## config.mk

```make
export PLATFORM = sky130hd
export DESIGN_NAME = rc_axi_read_responder
export DESIGN_NICKNAME = d
export VERILOG_FILES = /design/src/rtl/rc_pkg.sv /design/src/rtl/rc_resp_fifo.sv /design/src/rtl/rc_axi_read_responder.sv
export SDC_FILE = /design/constraint.sdc
export NUM_CORES = 1
export LEC_CHECK = 0
export CORE_MARGIN = 2
export CORE_UTILIZATION = 45
export DETAILED_ROUTE_END_ITERATION = 12
export DONT_BUFFER_PORTS = 1
export GPL_TIMING_DRIVEN = 0
export PLACE_DENSITY = 0.66
export SLEW_MARGIN = 20
export SYNTH_ARGS = -nofsm -noshare
export SYNTH_HDL_FRONTEND = slang
export SYNTH_SLANG_ARGS = --single-unit
```

## constraint.sdc

```tcl
create_clock -name S_AXI_aclk -period 4.6 [get_ports S_AXI_aclk]
set_input_delay 0.92 -clock S_AXI_aclk [delete_from_list [all_inputs] [get_ports S_AXI_aclk]]
set_output_delay 0.92 -clock S_AXI_aclk [all_outputs]
set_load 0.01 [all_outputs]
```

## src/rtl/rc_pkg.sv

```systemverilog
// Shared types and AXI encodings used by the read responder and its response FIFO.
package rc_pkg;

  typedef enum logic {
    ST_IDLE  = 1'b0,
    ST_BURST = 1'b1
  } rc_state_t;

  localparam logic [1:0] RESP_OKAY   = 2'b00;
  localparam logic [1:0] RESP_SLVERR = 2'b10;

  localparam logic [1:0] BURST_FIXED = 2'b00;
  localparam logic [1:0] BURST_INCR  = 2'b01;
  localparam logic [1:0] BURST_WRAP  = 2'b10;

  localparam logic [2:0] SIZE_8B    = 3'b011;
  localparam int unsigned BEAT_BYTES = 8;

endpackage

```

## src/rtl/rc_resp_fifo.sv

```systemverilog
// Two-entry response FIFO holding {rid, rdata, rresp, rlast}; the head entry
// drives the R channel directly.
module rc_resp_fifo #(
  parameter int WIDTH = 68
) (
  input  logic             clk,
  input  logic             rst_n,
  input  logic             push,
  input  logic [WIDTH-1:0] push_data,
  input  logic             pop,
  output logic [WIDTH-1:0] pop_data,
  output logic             not_empty,
  output logic [1:0]       count
);

  logic [WIDTH-1:0] entry_reg [2];
  logic             wr_ptr_reg;
  logic             rd_ptr_reg;
  logic [1:0]       count_reg;

  always_ff @(posedge clk or negedge rst_n) begin
    if (!rst_n) begin
      entry_reg[0] <= '0;
      entry_reg[1] <= '0;
      wr_ptr_reg   <= 1'b0;
      rd_ptr_reg   <= 1'b0;
      count_reg    <= 2'd0;
    end else begin
      if (push) begin
        entry_reg[wr_ptr_reg] <= push_data;
        wr_ptr_reg            <= ~wr_ptr_reg;
      end
      if (pop) begin
        rd_ptr_reg <= ~rd_ptr_reg;
      end
      count_reg <= count_reg + {1'b0, push} - {1'b0, pop};
    end
  end

  assign pop_data  = entry_reg[rd_ptr_reg];
  assign not_empty = (count_reg != 2'd0);
  assign count     = count_reg;

endmodule

```

## src/rtl/rc_axi_read_responder.sv

```systemverilog
// AXI4 read-only slave: serves one INCR burst at a time from a synchronous
// 64-bit memory, flagging out-of-range or unsupported beats as SLVERR.
module rc_axi_read_responder
  import rc_pkg::*;
#(
  parameter int          C_S_AXI_ID_WIDTH = 1,
  parameter int          MEM_ADDR_WIDTH   = 12,
  parameter logic [31:0] C_BASE_ADDR      = 32'h0000_0000
) (
  input  logic                        S_AXI_aclk,
  input  logic                        S_AXI_aresetn,
  input  logic [C_S_AXI_ID_WIDTH-1:0] S_AXI_arid,
  input  logic [31:0]                 S_AXI_araddr,
  input  logic [7:0]                  S_AXI_arlen,
  input  logic [2:0]                  S_AXI_arsize,
  input  logic [1:0]                  S_AXI_arburst,
  input  logic                        S_AXI_arvalid,
  output logic                        S_AXI_arready,
  output logic [C_S_AXI_ID_WIDTH-1:0] S_AXI_rid,
  output logic [63:0]                 S_AXI_rdata,
  output logic [1:0]                  S_AXI_rresp,
  output logic                        S_AXI_rlast,
  output logic                        S_AXI_rvalid,
  input  logic                        S_AXI_rready,
  output logic                        mem_en,
  output logic [MEM_ADDR_WIDTH-1:0]   mem_addr,
  input  logic [63:0]                 mem_rdata,
  output logic                        busy,
  output logic [31:0]                 beats_served
);

  localparam int ENTRY_W = C_S_AXI_ID_WIDTH + 64 + 2 + 1;

  rc_state_t                   state_reg;
  logic                        arready_reg;
  logic [C_S_AXI_ID_WIDTH-1:0] id_reg;
  logic [2:0]                  size_reg;
  logic [1:0]                  burst_reg;
  logic [31:0]                 addr_reg;
  logic [8:0]                  left_reg;
  logic                        pipe_valid_reg;
  logic                        pipe_err_reg;
  logic                        pipe_last_reg;
  logic [31:0]                 served_reg;

  logic               ar_fire;
  logic               r_fire;
  logic [31:0]        beat_off;
  logic [31:0]        beat_word;
  logic               beat_err;
  logic [2:0]         slots_used;
  logic               issue;
  logic [1:0]         fifo_count;
  logic               fifo_not_empty;
  logic [ENTRY_W-1:0] push_data;
  logic [ENTRY_W-1:0] head_data;

  assign ar_fire = S_AXI_arvalid & arready_reg;
  assign r_fire  = fifo_not_empty & S_AXI_rready;

  // Addresses below the base wrap to huge offsets and fall out of range.
  assign beat_off  = addr_reg - C_BASE_ADDR;
  assign beat_word = beat_off >> 3;
  assign beat_err  = (size_reg != SIZE_8B) || (burst_reg != BURST_INCR) ||
                     ((beat_word >> MEM_ADDR_WIDTH) != 32'd0);

  // An entry leaving the FIFO this cycle frees its slot, which keeps 1 beat/cycle.
  assign slots_used = {1'b0, fifo_count} + {2'b00, pipe_valid_reg} - {2'b00, r_fire};
  assign issue      = (state_reg == ST_BURST) && (left_reg != 9'd0) && (slots_used < 3'd2);

  assign mem_en   = issue & ~beat_err;
  assign mem_addr = mem_en ? beat_word[MEM_ADDR_WIDTH-1:0] : '0;

  assign push_data = {id_reg,
                      pipe_err_reg ? 64'd0 : mem_rdata,
                      pipe_err_reg ? RESP_SLVERR : RESP_OKAY,
                      pipe_last_reg};

  always_ff @(posedge S_AXI_aclk or negedge S_AXI_aresetn) begin
    if (!S_AXI_aresetn) begin
      state_reg      <= ST_IDLE;
      arready_reg    <= 1'b0;
      id_reg         <= '0;
      size_reg       <= 3'd0;
      burst_reg      <= 2'd0;
      addr_reg       <= 32'd0;
      left_reg       <= 9'd0;
      pipe_valid_reg <= 1'b0;
      pipe_err_reg   <= 1'b0;
      pipe_last_reg  <= 1'b0;
      served_reg     <= 32'd0;
    end else begin
      pipe_valid_reg <= issue;
      pipe_err_reg   <= beat_err;
      pipe_last_reg  <= (left_reg == 9'd1);
      if (r_fire) begin
        served_reg <= served_reg + 32'd1;
      end
      if (issue) begin
        addr_reg <= addr_reg + BEAT_BYTES;
        left_reg <= left_reg - 9'd1;
      end
      case (state_reg)
        ST_IDLE: begin
          arready_reg <= 1'b1;
          if (ar_fire) begin
            id_reg      <= S_AXI_arid;
            addr_reg    <= S_AXI_araddr & ~32'd7;
            size_reg    <= S_AXI_arsize;
            burst_reg   <= S_AXI_arburst;
            left_reg    <= {1'b0, S_AXI_arlen} + 9'd1;
            arready_reg <= 1'b0;
            state_reg   <= ST_BURST;
          end
        end
        ST_BURST: begin
          if (r_fire && S_AXI_rlast) begin
            arready_reg <= 1'b1;
            state_reg   <= ST_IDLE;
          end
        end
        default: state_reg <= ST_IDLE;
      endcase
    end
  end

  rc_resp_fifo #(
    .WIDTH(ENTRY_W)
  ) u_resp_fifo (
    .clk      (S_AXI_aclk),
    .rst_n    (S_AXI_aresetn),
    .push     (pipe_valid_reg),
    .push_data(push_data),
    .pop      (r_fire),
    .pop_data (head_data),
    .not_empty(fifo_not_empty),
    .count    (fifo_count)
  );

  assign S_AXI_arready = arready_reg;
  assign S_AXI_rvalid  = fifo_not_empty;
  assign {S_AXI_rid, S_AXI_rdata, S_AXI_rresp, S_AXI_rlast} = head_data;
  assign busy          = (state_reg == ST_BURST);
  assign beats_served  = served_reg;

endmodule

```

==> flow_metrics.tcl <==
set metrics [dict create \
    dr.pass1.iters 5 \
    drive_above_1_share 0.1256 \
    setup_viol_count_final 0 \
    pwr-share-clk 0.323 \
    worstHoldPathType "input pin to asynchronous set/reset pin" \
    numClockSinks 219 \
    p_int_w 0.004052 \
    seq_area_um2 5482 \
    initial_utilization 0.4592 \
    die_w_um 156.0 \
    drt_iter0_drc 421 \
    synthCells 1045 \
    numCtsBuffers 25 \
    synth_ff_type "dfrtp_1" \
    routedWlPerCell_um 18.66 \
    required_ns 3.68 \
    syn_to_final_growth_pct 11.78 \
    muxShareOfSynthArea 0.08292 \
    synthXorXnorAreaFrac 0.05392 \
    regToRegSetupSlack_ns 1.16 \
    core_region_area_um2 22640 \
    grt_pass1_vias 7571 \
    relSlewSlack 0.5481 \
    p_sw_frac 0.3409 \
    num_antenna_cells 0 \
    min_period_ns 4.423 \
    maxSlewViolCount 0 \
    wl_met3_mm 1.677 \
    r2r-start "u_resp_fifo.count[1]" \
    synth_edf_count 0 \
    drcViolationCount 0 \
    die_area_um2 24330 \
    hold_violations 0 \
    arrival_ns 3.50 \
    r2r_end "addr_reg[31]" \
    die_h_um 156.0 \
    antenna_left 0 \
    num_rows 55 \
    cts.htree.levels 1 \
    vias 7680 \
    dp_slack_ns 0.2345 \
    fin_ws_ns 0.1768 \
    ios 230 \
    async_reset_ff_frac 1.000 \
    largest_register_ffs 134 \
    grt_overflow 0 \
    worst_pin_slew_ns 0.6687 \
    critPathKind "register to primary output" \
    finalClockSkew_ns 0.02116 \
    seqPwrFrac 0.428 \
    cts_root_buf "clkbuf_16" \
    top_layer "met4" \
    yosys_warnings 0 \
    drt-total-wl_mm 25.68 \
    path_clk_slew_ns 0.06 \
    synth_simple_gate_area_frac 0.2058 \
    ys_seq_area_frac 0.5271 \
    synth_seq_cells 219 \
    pwr_density_cell_nw_per_um2 529.0 \
    synth_top_family_by_area "simple AND/OR/NAND/NOR gates" \
    antenna_found_initial 0 \
    final.fill_count 2101 \
    period_share 0.9616 \
    nets 1195 \
    synthesis.area_um2 10400 \
    cts_tree "built" \
    startpoint_type "register" \
    cp_cell_sequence "or2_4 -> nand2_4 -> inv_1 -> ha_1 -> inv_1 -> ha_1 -> fa_1 -> xor2_2 -> and3b_1 -> buf_6 -> nand2_2 -> nor2_4 -> buf_6 -> and2_1" \
    vias_per_cell 5.581 \
    cpPeakStageDelay_ns 0.44 \
    path_max_fanout 10 \
    portBuffers 0 \
    synth_cell_types 54 \
    synth_nets 1167 \
    clk_path_buf_depth 3 \
    crit_end "mem_addr[9]" \
    cp-startpoint "u_resp_fifo.count[1]" \
    grtUsageTotal 0.2098 \
    cpMaxStageDelayCell "dfrtp_2" \
    fmax_mhz 226.1 \
    p_leak_nw 4.979 \
    synth-compound-area-share 0.09014 \
    fin_util 0.5133 \
    switchingPower_w 0.002096 \
    end_kind "primary output" \
    synthAdderAreaFrac 0.01035 \
    grt_max_degree 220 \
    ir_worst_vdd_mv 0.3106 \
    status "finished, final reports clean" \
    worstRegToRegCells 13 \
    syn_area_per_cell_um2 9.949 \
    place_hpwl_mm 17.70 \
    wl_met1_mm 11.79 \
    grt_pass1_wl_mm 41.14 \
    gp_congestion 0.8034 \
    p_comb_frac 0.250 \
    clk_latency_ns 0.52 \
    max_cap_violations 0 \
    route.met2.wl_mm 11.76 \
    multi_input_area_um2 4633 \
]
[how the worst min path moves through the flow]
stage,start,end
after floorplan,size_reg[1],size_reg[1]
after global placement,u_resp_fifo.entry_reg[58],u_resp_fifo.entry_reg[58]
after detailed placement,u_resp_fifo.entry_reg[37],u_resp_fifo.entry_reg[37]
after CTS,S_AXI_aresetn,beats_served[31]
after global routing,S_AXI_aresetn,u_resp_fifo.entry_reg[89]
final,S_AXI_aresetn,u_resp_fifo.entry_reg[89]
[metal layers]
metal  up-vias  global-route usage
li1       3625                   -
met1      3800              0.3022
met2       223              0.3287
met3        32             0.04056
met4         0             0.05068
met5         -                   0
[layout by cell type (no fill, tap or decap), drive strengths merged, types with 11 or more instances in the layout]
cell    netlist  layout
dfrtp       219     219
nand2       203     203
o21ai       157     157
clkbuf       48      86
mux2         73      73
nand2b       65      65
xnor2        38      38
nand3        30      30
nor2         27      27
xor2         26      26
nand4        21      21
inv          17      18
and2         17      17
nor4         12      12
buf          10      11
[power by group through the flow]
stage | combinational (W) | sequential [W] | clock [W]
floorplan | 0.00114 | 0.00255 | 0
global placement | 0.00148 | 0.00264 | 0
detailed placement | 0.00151 | 0.00265 | 0
CTS | 0.00153 | 0.00263 | 0.00204
global route | 0.00171 | 0.00268 | 0.00211
finish | 0.00153 | 0.00263 | 0.00198
[cell families (layout without fill, tap and decap cells)]
family,count (synthesis),count (layout)
AND/OR/NAND/NOR,423,423
flip-flops,219,219
buffers and inverters,75,121
multiplexers,77,77
AO/OA/AOI/OAI,178,178
XOR/XNOR,64,64
adder cells (fa/ha/maj),8,8
other,1,1
[cells in the mapped netlist, types with 2 or more instances]
library cell | count | area share
a21oi_1 | 2 | 0.00096
a31oi_1 | 8 | 0.0048
and2_1 | 17 | 0.010
and3_1 | 8 | 0.0048
and4_1 | 7 | 0.0059
and4b_1 | 2 | 0.0019
buf_1 | 5 | 0.0018
buf_4 | 2 | 0.0014
buf_6 | 2 | 0.0022
clkbuf_1 | 48 | 0.017
dfrtp_1 | 219 | 0.53
ha_1 | 7 | 0.0084
inv_1 | 17 | 0.0061
mux2_2 | 73 | 0.079
mux2i_1 | 4 | 0.0039
nand2_1 | 203 | 0.073
nand2b_1 | 65 | 0.039
nand3_1 | 29 | 0.014
nand4_1 | 21 | 0.013
nor2_1 | 26 | 0.0094
nor3_1 | 5 | 0.0024
nor4_1 | 11 | 0.0066
nor4b_1 | 2 | 0.0017
o21ai_0 | 157 | 0.076
o31ai_1 | 3 | 0.0022
or2_2 | 3 | 0.0018
or3_1 | 5 | 0.0030
or4_1 | 6 | 0.0043
xnor2_1 | 38 | 0.032
xor2_1 | 26 | 0.022
[worst max-delay path: cells and delay by family (launching register included)]
kind	cells	cell delay, ns
xor gates and xnor gates	1	0.18
DFF	1	0.44
buffers and inverters	4	0.45
and+or+nand+nor	6	1.01
adders and majority gates	3	0.89
[what timing repair did]
item,in CTS,in global routing
gates resized for setup,4,4
endpoints found under the setup margin,13,9
buffers inserted,0,1
pin swaps,0,1
hold buffers,0,0
[stage by stage]
step / instances / setup TNS (ns) / instance area (µm²) / total power (W) / hold WS (ns)
finish: 1376 / 0 / 11620 / 0.006147 / 0.1080
global route: 1376 / -0.07550 / 11620 / 0.006511 / 0.08341
CTS: 1375 / 0 / 11600 / 0.006194 / 0.08321
detailed placement: 1330 / 0 / 10750 / 0.004163 / 0.4649
global placement: 1330 / 0 / 10750 / 0.004123 / 0.4551
floorplan: 1045 / 0 / 10400 / 0.003692 / 0.4369
[cell type report]
class                           count  share of cell area
Timing Repair Buffer                1           0.0006460
Multi-Input combinational cell    751              0.3987
Tap cell                          285             0.03068
Clock buffer                       38             0.06578
Buffer                             58             0.02110
Clock inverter                      7            0.005922
Sequential cell                   219              0.4717
Inverter                           17            0.005491
Power figures use the tool's default switching activity.
